==> src/rtl/inst_fetch_queue_pkg.sv <==
// Shared CPU definitions used by the instruction fetch queue.
//   XLEN / ILEN  : address and instruction widths
//   INST_NOP     : canonical NOP encoding (addi x0,x0,0)
//   ifq_state_e  : fetch FSM states
//   ifq_entry_t  : one queue entry, {pc, inst}, 96 bits
//   align_pc     : clears the low two bits of a target address
package inst_fetch_queue_pkg;

  localparam int unsigned XLEN = 64;
  localparam int unsigned ILEN = 32;
  localparam logic [ILEN-1:0] INST_NOP = 32'h0000_0013;

  typedef enum logic {
    ST_FETCH = 1'b0,
    ST_DRAIN = 1'b1
  } ifq_state_e;

  typedef struct packed {
    logic [XLEN-1:0] pc;
    logic [ILEN-1:0] inst;
  } ifq_entry_t;

  function automatic logic [XLEN-1:0] align_pc(input logic [XLEN-1:0] pc);
    return pc & ~64'd3;
  endfunction

endpackage

==> src/rtl/inst_fetch_queue_fetch_fifo.sv <==
// fetch_fifo: DEPTH-entry FIFO of {pc, inst} entries for the fetch queue.
// Ports:
//   clk, rst      : clock, synchronous active-high reset
//   i_flush       : empty the FIFO (pointers and count cleared)
//   i_push        : write i_push_data at the tail
//   i_pop         : drop the head entry
//   o_head        : current head entry (valid when !o_empty)
//   o_full/o_empty/o_count : occupancy status
module fetch_fifo
  import inst_fetch_queue_pkg::*;
#(
  parameter int unsigned DEPTH = 4,
  localparam int unsigned AW = $clog2(DEPTH),
  localparam int unsigned CW = AW + 1
) (
  input  logic          clk,
  input  logic          rst,
  input  logic          i_flush,
  input  logic          i_push,
  input  ifq_entry_t    i_push_data,
  input  logic          i_pop,
  output ifq_entry_t    o_head,
  output logic          o_full,
  output logic          o_empty,
  output logic [CW-1:0] o_count
);

  ifq_entry_t    r_mem [DEPTH];
  logic [AW-1:0] r_wr_ptr;
  logic [AW-1:0] r_rd_ptr;
  logic [CW-1:0] r_count;

  // DEPTH is a power of two, so pointers wrap naturally.
  always_ff @(posedge clk) begin
    if (rst || i_flush) begin
      r_wr_ptr <= '0;
      r_rd_ptr <= '0;
      r_count  <= '0;
    end else begin
      if (i_push) r_wr_ptr <= r_wr_ptr + 1'b1;
      if (i_pop)  r_rd_ptr <= r_rd_ptr + 1'b1;
      case ({i_push, i_pop})
        2'b10:   r_count <= r_count + 1'b1;
        2'b01:   r_count <= r_count - 1'b1;
        default: ;
      endcase
    end
  end

  always_ff @(posedge clk) begin
    if (i_push && !i_flush) r_mem[r_wr_ptr] <= i_push_data;
  end

  assign o_head  = r_mem[r_rd_ptr];
  assign o_count = r_count;
  assign o_empty = (r_count == '0);
  assign o_full  = (r_count == CW'(DEPTH));

endmodule

==> src/rtl/inst_fetch_queue.sv <==
// inst_fetch_queue: credit-based instruction fetch front end.
// Issues sequential fetches to instruction memory, buffers in-order
// responses in fetch_fifo and hands them to decode. A redirect flushes the
// queue and discards responses still in flight (DRAIN state).
// Parameters: DEPTH (entries / max in-flight+buffered), RESET_PC.
// Ports:
//   clk, rst                         : clock, synchronous active-high reset
//   redirect_valid, redirect_pc      : execute-stage redirect
//   imem_req_valid/addr/ready        : fetch request handshake
//   imem_resp_valid/data             : in-order fetch response
//   dec_valid/pc/inst/ready          : decode handshake
//   perf_fetched, perf_dropped       : only with `define IFQ_PERF_EN
module inst_fetch_queue
  import inst_fetch_queue_pkg::*;
#(
  parameter int unsigned     DEPTH    = 4,
  parameter logic [XLEN-1:0] RESET_PC = 64'h0
) (
  input  logic            clk,
  input  logic            rst,
  input  logic            redirect_valid,
  input  logic [XLEN-1:0] redirect_pc,
  output logic            imem_req_valid,
  output logic [XLEN-1:0] imem_req_addr,
  input  logic            imem_req_ready,
  input  logic            imem_resp_valid,
  input  logic [ILEN-1:0] imem_resp_data,
  output logic            dec_valid,
  output logic [XLEN-1:0] dec_pc,
  output logic [ILEN-1:0] dec_inst,
  input  logic            dec_ready
`ifdef IFQ_PERF_EN
  ,
  output logic [XLEN-1:0] perf_fetched,
  output logic [XLEN-1:0] perf_dropped
`endif
);

  localparam int unsigned CW = $clog2(DEPTH) + 1;
  localparam logic [CW:0] LIMIT = DEPTH[CW:0];

  ifq_state_e      r_state, w_state_nxt;
  logic [XLEN-1:0] r_fetch_pc, r_resp_pc;
  logic [CW-1:0]   r_outstanding, r_drop_cnt, w_drop_nxt, w_count;
  logic [CW-1:0]   w_resp_one, w_fire_one;
  logic            w_full, w_empty, w_issue, w_fire, w_push, w_pop;
  logic            w_resp_dropped, w_dec_valid;
  ifq_entry_t      w_head, w_push_data;

  assign w_resp_one = {{(CW-1){1'b0}}, imem_resp_valid};
  assign w_fire_one = {{(CW-1){1'b0}}, w_fire};

  // Every response is either pushed or dropped; a redirect wins over push.
  // drop_cnt counts pre-redirect responses still owed by memory.
  always_comb begin
    w_state_nxt = r_state;
    w_drop_nxt  = r_drop_cnt;
    w_issue     = 1'b0;
    if (redirect_valid) begin
      w_drop_nxt  = r_outstanding - w_resp_one;
      w_state_nxt = (w_drop_nxt != '0) ? ST_DRAIN : ST_FETCH;
    end else begin
      case (r_state)
        ST_FETCH: w_issue = ({1'b0, r_outstanding} + {1'b0, w_count}) < LIMIT;
        ST_DRAIN: begin
          if (imem_resp_valid) begin
            w_drop_nxt = r_drop_cnt - 1'b1;
            if (r_drop_cnt == CW'(1)) w_state_nxt = ST_FETCH;
          end
        end
        default: ;
      endcase
    end
    if (rst) w_issue = 1'b0;
  end

  assign w_fire         = w_issue && imem_req_ready;
  assign w_dec_valid    = !w_empty && !rst;
  assign w_pop          = w_dec_valid && dec_ready && !redirect_valid;
  assign w_push         = imem_resp_valid && !redirect_valid && (r_drop_cnt == '0)
                          && (!w_full || w_pop);
  assign w_resp_dropped = imem_resp_valid && (redirect_valid || (r_drop_cnt != '0));
  assign w_push_data    = '{pc: r_resp_pc, inst: imem_resp_data};

  always_ff @(posedge clk) begin
    if (rst) begin
      r_state       <= ST_FETCH;
      r_fetch_pc    <= RESET_PC;
      r_resp_pc     <= RESET_PC;
      r_outstanding <= '0;
      r_drop_cnt    <= '0;
    end else begin
      r_state    <= w_state_nxt;
      r_drop_cnt <= w_drop_nxt;
      if (redirect_valid) begin
        r_fetch_pc    <= align_pc(redirect_pc);
        r_resp_pc     <= align_pc(redirect_pc);
        r_outstanding <= r_outstanding - w_resp_one;
      end else begin
        if (w_fire) r_fetch_pc <= r_fetch_pc + 64'd4;
        if (w_push) r_resp_pc  <= r_resp_pc + 64'd4;
        r_outstanding <= r_outstanding + w_fire_one - w_resp_one;
      end
    end
  end

  fetch_fifo #(.DEPTH(DEPTH)) u_fifo (
    .clk         (clk),
    .rst         (rst),
    .i_flush     (redirect_valid),
    .i_push      (w_push),
    .i_push_data (w_push_data),
    .i_pop       (w_pop),
    .o_head      (w_head),
    .o_full      (w_full),
    .o_empty     (w_empty),
    .o_count     (w_count)
  );

  assign imem_req_valid = w_issue;
  assign imem_req_addr  = r_fetch_pc;
  assign dec_valid      = w_dec_valid;
  assign dec_pc         = w_dec_valid ? w_head.pc : '0;
  assign dec_inst       = rst ? '0 : (w_dec_valid ? w_head.inst : INST_NOP);

`ifdef IFQ_PERF_EN
  logic [XLEN-1:0] r_perf_fetched, r_perf_dropped;

  always_ff @(posedge clk) begin
    if (rst) begin
      r_perf_fetched <= '0;
      r_perf_dropped <= '0;
    end else begin
      r_perf_fetched <= r_perf_fetched + {{(XLEN-1){1'b0}}, w_push};
      r_perf_dropped <= r_perf_dropped
                        + (redirect_valid ? {{(XLEN-CW){1'b0}}, w_count} : '0)
                        + {{(XLEN-1){1'b0}}, w_resp_dropped};
    end
  end

  assign perf_fetched = r_perf_fetched;
  assign perf_dropped = r_perf_dropped;
`endif

endmodule

==> config.mk <==
export PLATFORM = sky130hd
export DESIGN_NAME = inst_fetch_queue
export DESIGN_NICKNAME = d
export VERILOG_FILES = /design/src/rtl/inst_fetch_queue_pkg.sv /design/src/rtl/inst_fetch_queue_fetch_fifo.sv /design/src/rtl/inst_fetch_queue.sv
export SDC_FILE = /design/constraint.sdc
export NUM_CORES = 1
export LEC_CHECK = 0
export BUFFER_PORTS_ARGS = -buffer_cell sky130_fd_sc_hd__buf_2
export CORE_MARGIN = 5
export CORE_UTILIZATION = 58
export DETAILED_ROUTE_END_ITERATION = 6
export PLACE_DENSITY = 0.79
export SLEW_MARGIN = 20
export SYNTH_ARGS = -nofsm -noshare
export SYNTH_HDL_FRONTEND = slang
export SYNTH_SLANG_ARGS = --single-unit
==> constraint.sdc <==
create_clock -name clk -period 5.4 [get_ports clk]
set_input_delay 0.81 -clock clk [delete_from_list [all_inputs] [get_ports clk]]
set_output_delay 0.81 -clock clk [all_outputs]
set_load 0.02 [all_outputs]
==> impl_results.md, run 1 <==
- I/O pins: 264
- Antenna violations before repair: 1
- Worst reg2reg startpoint: u_fifo.o_count[2]$_SDFFE_PP0P_
- Tmin final: 3.65 ns
- Fillers: 2,800
- Setup bufs post-CTS: 0
- Count of different cell masters after synthesis: 79
- # hold bufs at CTS: 0
- Max Cap Violations: 0
- Reg2Reg Depth: 7
- Ys async rst share: 0%
- Detail Route Antenna Nets: 0
- CP Max Fanout: 38
- GP Congestion: 0.894
- Slew Viols, Final: 0
- Global Route Usage Sum: 25.6%
- CP arrival: 2.84 ns
- Post-layout util: 67.4%
- CTS tree: built
- Pin count of the biggest net entering global routing: 95
- Initial core utilization: 58.2%
- Worst endpoint required time: 4.59 ns
- First-pass GRT wire length: 83,800 um
- Synthesis-to-finish area growth: 15.7%
- CTS buffer count: 51
- Final setup margin: 1.75 ns
- Kind of end point of the critical path: output pin
- HPWL after DPL: 36,200 um
- DR vias/cell: 6.12
- Total power per unit cell area: 335 nW/um2
- RSZ-0062 raised after global routing: false
- N_diodes: 0
- Layout cell share with drive strength beyond 1: 26.1%
- Synth Instances: 1,613
- Post-route DRC: 0
- Sequential area share after synthesis: 63.1%
- Worst hold start: imem_resp_data[20]
- Die height: 206 um
- DIE AREA: 42,600 um2
- Post-Syn Area per Cell: 13.9 um2
- PnR Total Power: 0.00866 W
- Hold/Removal Path Class: input pin to flop
- CTS Sinks: 516
- Clock tree root buffer cell: clkbuf_16
- PostCTS Resize Cnt: 0
- Slew @ Worst Pin: 0.933 ns
- Crit path launch: u_fifo.o_count[2]$_SDFFE_PP0P_
- Initial drt markers: 1,011
- Fin crit share: 67.5%
- #FFs+latches synth: 516
- Gr ovfl total: 0
- Slew headroom: 37.6%
- Mapped Area: 22,300 um2
- Std-Cell Core Area: 38,400 um2
- Fmax: 0.274 GHz
- Drt pass-1 iters: 5
- Final wirelength: 54,600 um
- Critical path class: flop to output pin
- Rows: 72
- Reg2reg end: imem_req_addr[55]$_SDFFE_PP0P_
- Final setup fails: 0
- Hold Path End: u_fifo.r_mem[2][20]$_DFFE_PP_
- VDD IR max: 0.235 mV
- Commonest non-fill, non-tap cell in the layout: edfxtp_1
- Wire per inst: 22.6 um
- Critical Path Source Type: flop
- Yosys warnings: 0
- Pleak: 8.84 nW
- Commonest cells after routing, fill and taps aside: edfxtp_1, buf_2, dfxtp_1
- Vias: 14,789
- Worst Setup Slack post-DPL: 1.80 ns
- EDFF count, synth: 376
- Clk slew on worst S/H paths: 0.06 ns
- Die Wd: 206 um
- Port bufs: 257
- Hold depth: 1
- Sum Neg Setup Slack: 0 ns
- Skew final: 0.0151 ns
- Final Hold Vio Count: 0
- H-tree Lvls: 2
- Status: complete, no violations
- Synth Flop Type: edfxtp_1
- Maximum clock insertion buffer count: 3
- Vias in the first global route: 14,708
- Nets: 1,976
- Clk Latency, worst-skew pair: 0.58 ns
- Reg2Reg Setup Slack: 2.16 ns
critical path, cell delays in order (launching register included):
cell and delay (ns):
dfxtp_1 0.47, nor3_1 0.11, buf_4 0.19, nor2_4 0.65, buf_4 0.42, and2_1 0.20
buf_2 0.18
Yosys cell counts, types with 23 or more instances:
master,count,area share (%)
dfxtp_1,140,13
nand2_1,93,1.6
o21ai_0,28,0.63
a21oi_1,53,1.2
and2_1,105,2.9
a211oi_1,23,0.77
nand4_1,47,1.3
o21a_1,24,0.81
a21boi_0,28,0.94
nor2_1,95,1.6
xnor2_1,64,2.5
clkbuf_1,54,0.91
edfxtp_1,376,51
mux4_2,94,9.5
nor3_1,34,0.76
nand3_1,61,1.4
inv_1,28,0.47
state kept, by name, indices dropped and copies added (netlist names), named ones only:
| register | count |
|---|---|
| u_fifo.r_mem | 376 |
| r_state | 1 |
| r_outstanding | 3 |
| r_resp_pc | 62 |
| u_fifo.o_count | 3 |
| u_fifo.r_rd_ptr | 2 |
| imem_req_addr | 62 |
| u_fifo.r_wr_ptr | 2 |
| r_drop_cnt | 3 |
through the flow:
stage / hold WS [ns] / std cells / cell area [um2]
after global placement: 0.479 / 2322 / 24100
final: 0.456 / 2417 / 25900
after detailed placement: 0.492 / 2322 / 24100
after global routing: 0.416 / 2417 / 25900
after floorplan: 0.455 / 1616 / 22400
after CTS: 0.413 / 2417 / 25900
metal layers:
layer,up-vias,GRT usage (%),part of all wire (%)
met4,0,7.68,2.9
met1,7350,37.5,43
met3,109,5.08,8.2
met2,650,39.3,46
met5,-,0,0
li1,6680,-,-
cell families after synthesis:
family	after synthesis	share of synthesized area, %
AO/OA/AOI/OAI	226	6.80
XOR/XNOR	85	3.33
adder cells (fa/ha/maj)	17	1.02
buffers and inverters	117	2.18
flip-flops	516	63.1
multiplexers	100	9.78
other	1	0.0168
AND/OR/NAND/NOR	551	13.8
how the worst max path moves through the flow:
| stage | end | depth (start not counted) |
|---|---|---|
| global route | dec_pc[14] | 6 |
| finish | dec_pc[14] | 6 |
| detailed placement | r_resp_pc[35]$_SDFFE_PP0P_ | 6 |
| CTS | dec_pc[14] | 6 |
| floorplan | u_fifo.r_mem[0][0]$_DFFE_PP_ | 6 |
| global placement | u_fifo.r_mem[0][9]$_DFFE_PP_ | 5 |
area by class of cell:
type	count	area, um2	area share [%]
multi-input combinational	983	7800	30.1
inverter	29	111	0.431
tap	518	648	2.51
clock inverter	36	338	1.31
timing repair buffer	276	1490	5.77
sequential	516	14100	54.5
clock buffer	59	1380	5.33
power breakdown:
| group | internal, W | total, W | switching, W |
|---|---|---|---|
| combinational | 0.000225 | 0.000565 | 0.000341 |
| clock | 0.00208 | 0.00357 | 0.00149 |
| sequential | 0.00438 | 0.00453 | 0.000148 |
| total | 0.00668 | 0.00866 | 0.00198 |
Power figures use the tool's default switching activity.
==> run 2, diff against run 1 <==
--- a/config.mk
+++ b/config.mk
@@ -7,9 +7,9 @@
 export LEC_CHECK = 0
 export BUFFER_PORTS_ARGS = -buffer_cell sky130_fd_sc_hd__buf_2
 export CORE_MARGIN = 5
-export CORE_UTILIZATION = 58
+export CORE_UTILIZATION = 53
 export DETAILED_ROUTE_END_ITERATION = 6
-export PLACE_DENSITY = 0.79
+export PLACE_DENSITY = 0.76
 export SLEW_MARGIN = 20
 export SYNTH_ARGS = -nofsm -noshare
 export SYNTH_HDL_FRONTEND = slang
==> constraint.sdc (replaced) <==
create_clock -name clk -period 3.2 [get_ports clk]
set_input_delay 0.48 -clock clk [delete_from_list [all_inputs] [get_ports clk]]
set_output_delay 0.48 -clock clk [all_outputs]
set_load 0.02 [all_outputs]
==> run 2 against run 1 <==
Against the previous run: clock skew is 0.0038 ns higher; sequential share of layout area is 1.2 points lower; sequential power is 68% higher; wire length is 2.2% higher; non-clock buffer count is 42 higher; first-iteration DRC count is 28% higher; combinational power is 81% higher; setup slack worse by 1.5 ns.
==> impl_results.md, run 2 (same netlist as run 1, synthesis figures left out) <==
- Status: complete, no violations (unchanged)
- CTS Sinks: 516 (unchanged)
- CTS buffer count: 52 (was 51)
- Maximum clock insertion buffer count: 3 (unchanged)
- Final wirelength: 55,800 um (was 54,600 um)
- Slew @ Worst Pin: 0.758 ns (was 0.933 ns)
- Kind of end point of the critical path: output pin (unchanged)
- H-tree Lvls: 2 (unchanged)
- Slew headroom: 49.5% (was 37.6%)
- CP Max Fanout: 18 (was 38)
- DIE AREA: 46,400 um2 (was 42,600 um2)
- First-pass GRT wire length: 86,900 um (was 83,800 um)
- Total power per unit cell area: 560 nW/um2 (was 335 nW/um2)
- HPWL after DPL: 38,000 um (was 36,200 um)
- Commonest non-fill, non-tap cell in the layout: edfxtp_1 (unchanged)
- DR vias/cell: 5.98 (was 6.12)
- Worst reg2reg startpoint: u_fifo.o_count[2]$_SDFFE_PP0P_ (unchanged)
- Antenna violations before repair: 0 (was 1)
- Crit path to: dec_pc[45] (was dec_pc[14])
- Post-layout util: 63.2% (was 67.4%)
- Hold/Removal Path Class: input pin to flop (unchanged)
- Met2 GRT Util: 37.1% (was 39.3%)
- Slew Viols, Final: 0 (unchanged)
- Delay-heaviest family, CP: flip-flops (was simple AND/OR/NAND/NOR gates)
- Die Wd: 215 um (was 206 um)
- Global Route Usage Sum: 23.9% (was 25.6%)
- Drt pass-1 iters: 7 (was 5)
- Commonest cells after routing, fill and taps aside: edfxtp_1, buf_2, dfxtp_1 (unchanged)
- CP arrival: 2.48 ns (was 2.84 ns)
- Reg2Reg Setup Slack: 0.26 ns (was 2.16 ns)
- Reg2reg end: r_outstanding[2]$_SDFF_PP0_ (was imem_req_addr[55]$_SDFFE_PP0P_)
- CTS tree: built (unchanged)
- Pin count of the biggest net entering global routing: 93 (was 95)
- PnR Total Power: 0.0148 W (was 0.00866 W)
- CP peak stage delay: 0.62 ns (was 0.65 ns)
- Crit-path cells: buf_4, mux4_2, and2_1, buf_2 (was nor3_1, buf_4, nor2_4, buf_4, and2_1, buf_2)
- Reg2Reg Depth: 12 (was 7)
- Final setup margin: 0.237 ns (was 1.75 ns)
- Port bufs: 257 (unchanged)
- RSZ-0062 raised after global routing: false (unchanged)
- Tmin final: 2.96 ns
- Buf/Inv on CP: 2 (was 3)
- Vias: 14,846 (was 14,789)
- Die height: 215 um (was 206 um)
- Clk slew on worst S/H paths: 0.06 ns (about the same)
- Post-route DRC: 0 (unchanged)
- I/O pins: 264 (unchanged)
- Max FFs per register: 376 (unchanged)
- Final setup fails: 0 (unchanged)
- Vias in the first global route: 14,782 (was 14,708)
- VDD IR max: 0.373 mV (was 0.235 mV)
- Top reg by flops: u_fifo.r_mem (unchanged)
- Worst endpoint required time: 2.72 ns (was 4.59 ns)
- Routing usage on met1: 35.0% (was 37.5%)
- Fmax: 0.337 GHz
- Routing usage on met3: 4.25% (was 5.08%)
- Instance count on the critical path: 4 (was 6)
- Clock tree root buffer cell: clkbuf_16 (unchanged)
- Critical Path Source Type: flop (unchanged)
- GP Congestion: 0.904 (was 0.894)
- Initial drt markers: 1,291 (was 1,011)
- Wire per inst: 22.4 um (was 22.6 um)
- Fillers: 3,114 (was 2,800)
- Final Hold Vio Count: 0 (unchanged)
- Initial core utilization: 53.4% (was 58.2%)
- Detail Route Antenna Nets: 0 (unchanged)
- Slowest cell on the critical path: dfxtp_4 (was nor2_4)
- Layout cell share with drive strength beyond 1: 27.4% (was 26.1%)
- Pleak: 9.11 nW (was 8.84 nW)
- Worst Setup Slack post-DPL: 0.269 ns (was 1.80 ns)
- Clk Latency, worst-skew pair: 0.60 ns (was 0.58 ns)
- Setup bufs post-CTS: 0 (unchanged)
- Max Cap Violations: 0 (unchanged)
- Fin crit share: 92.6%
- GRT busiest layer: met2 (unchanged)
- Rows: 75 (was 72)
- PostCTS Resize Cnt: 0 (unchanged)
- Std-Cell Core Area: 41,900 um2 (was 38,400 um2)
- Gr ovfl total: 0 (unchanged)
- Nets: 2,019 (was 1,976)
- Skew final: 0.0189 ns (was 0.0151 ns)
- # hold bufs at CTS: 0 (unchanged)
- Critical path class: flop to output pin (unchanged)
- Synthesis-to-finish area growth: 18.3% (was 15.7%)
-- run 2: cell types whose count changed in the layout (fill, tap and decap cells not counted) --
cell	delta
clkinv_2	+1
buf_12	+15
inv_6	-2
clkinvlp_4	-2
clkinv_1	+2
clkinv_8	+1
clkbuf_1	+6
buf_4	+27
clkinv_4	-3
bufinv_16	+2
clkbuf_8	-3
clkinv_16	+1
diode_2	+1
-- run 2: area by class of cell --
| cell class | instances | area (um2) | area share [%] |
|---|---|---|---|
| timing repair buffer | 318 | 1990 | 7.54 |
| inverter | 29 | 111 | 0.421 |
| clock buffer | 62 | 1360 | 5.14 |
| clock inverter | 36 | 398 | 1.50 |
| antenna | 1 | 2.50 | 0.00947 |
| multi-input combinational | 983 | 7800 | 29.5 |
| tap | 539 | 674 | 2.55 |
| sequential | 516 | 14100 | 53.3 |
-- run 2: report_power, final --
part / internal [W] / switching [W] / total (W)
clock network: 0.00362 / 0.00255 / 0.00616
registers: 0.00739 / 0.000226 / 0.00762
logic: 0.000409 / 0.000612 / 0.00102
total: 0.0114 / 0.00338 / 0.0148
-- run 2: how the worst min path moves through the flow --
stage	endpoint	cells after the start	slack, ns	start
after floorplan	u_fifo.r_mem[0][46]$_DFFE_PP_	0	0.45	r_resp_pc[14]$_SDFFE_PP0P_
after global placement	u_fifo.r_wr_ptr[1]$_SDFFE_PP0P_	2	0.48	u_fifo.r_wr_ptr[1]$_SDFFE_PP0P_
after detailed placement	imem_req_addr[63]$_SDFFE_PP0P_	2	0.49	imem_req_addr[63]$_SDFFE_PP0P_
after CTS	u_fifo.r_mem[3][3]$_DFFE_PP_	1	0.06	imem_resp_data[3]
after global routing	u_fifo.r_mem[0][10]$_DFFE_PP_	1	0.08	imem_resp_data[10]
final	u_fifo.r_mem[2][3]$_DFFE_PP_	1	0.10	imem_resp_data[3]
-- run 2: layer usage --
metal	routed length (um)	vias to the layer above
met5	0	-
met4	1490	0
met3	4520	94
met2	25700	674
met1	24100	7305
li1	-	6773
-- run 2: worst register-to-register path, cell delays in order (launching register included) --
cell and delay, ns:
dfxtp_1 0.46, ha_1 0.28, nor4_1 0.37, and4_1 0.26
inv_1 0.06, ha_1 0.27, inv_1 0.04, ha_1 0.18
fa_1 0.38, xor2_1 0.15, o21ai_0 0.18, xnor2_1 0.14
nor2_1 0.05
-- run 2: through the flow --
stage / std cells / hold WS (ns) / instance area (um2) / TNS, ns
after floorplan: 1616 / 0.455 / 22400 / -30.12
after global placement: 2385 / 0.479 / 24700 / 0
after detailed placement: 2385 / 0.490 / 24700 / 0
after CTS: 2483 / 0.0577 / 26400 / 0
after global routing: 2483 / 0.0756 / 26400 / 0
final: 2484 / 0.100 / 26400 / 0
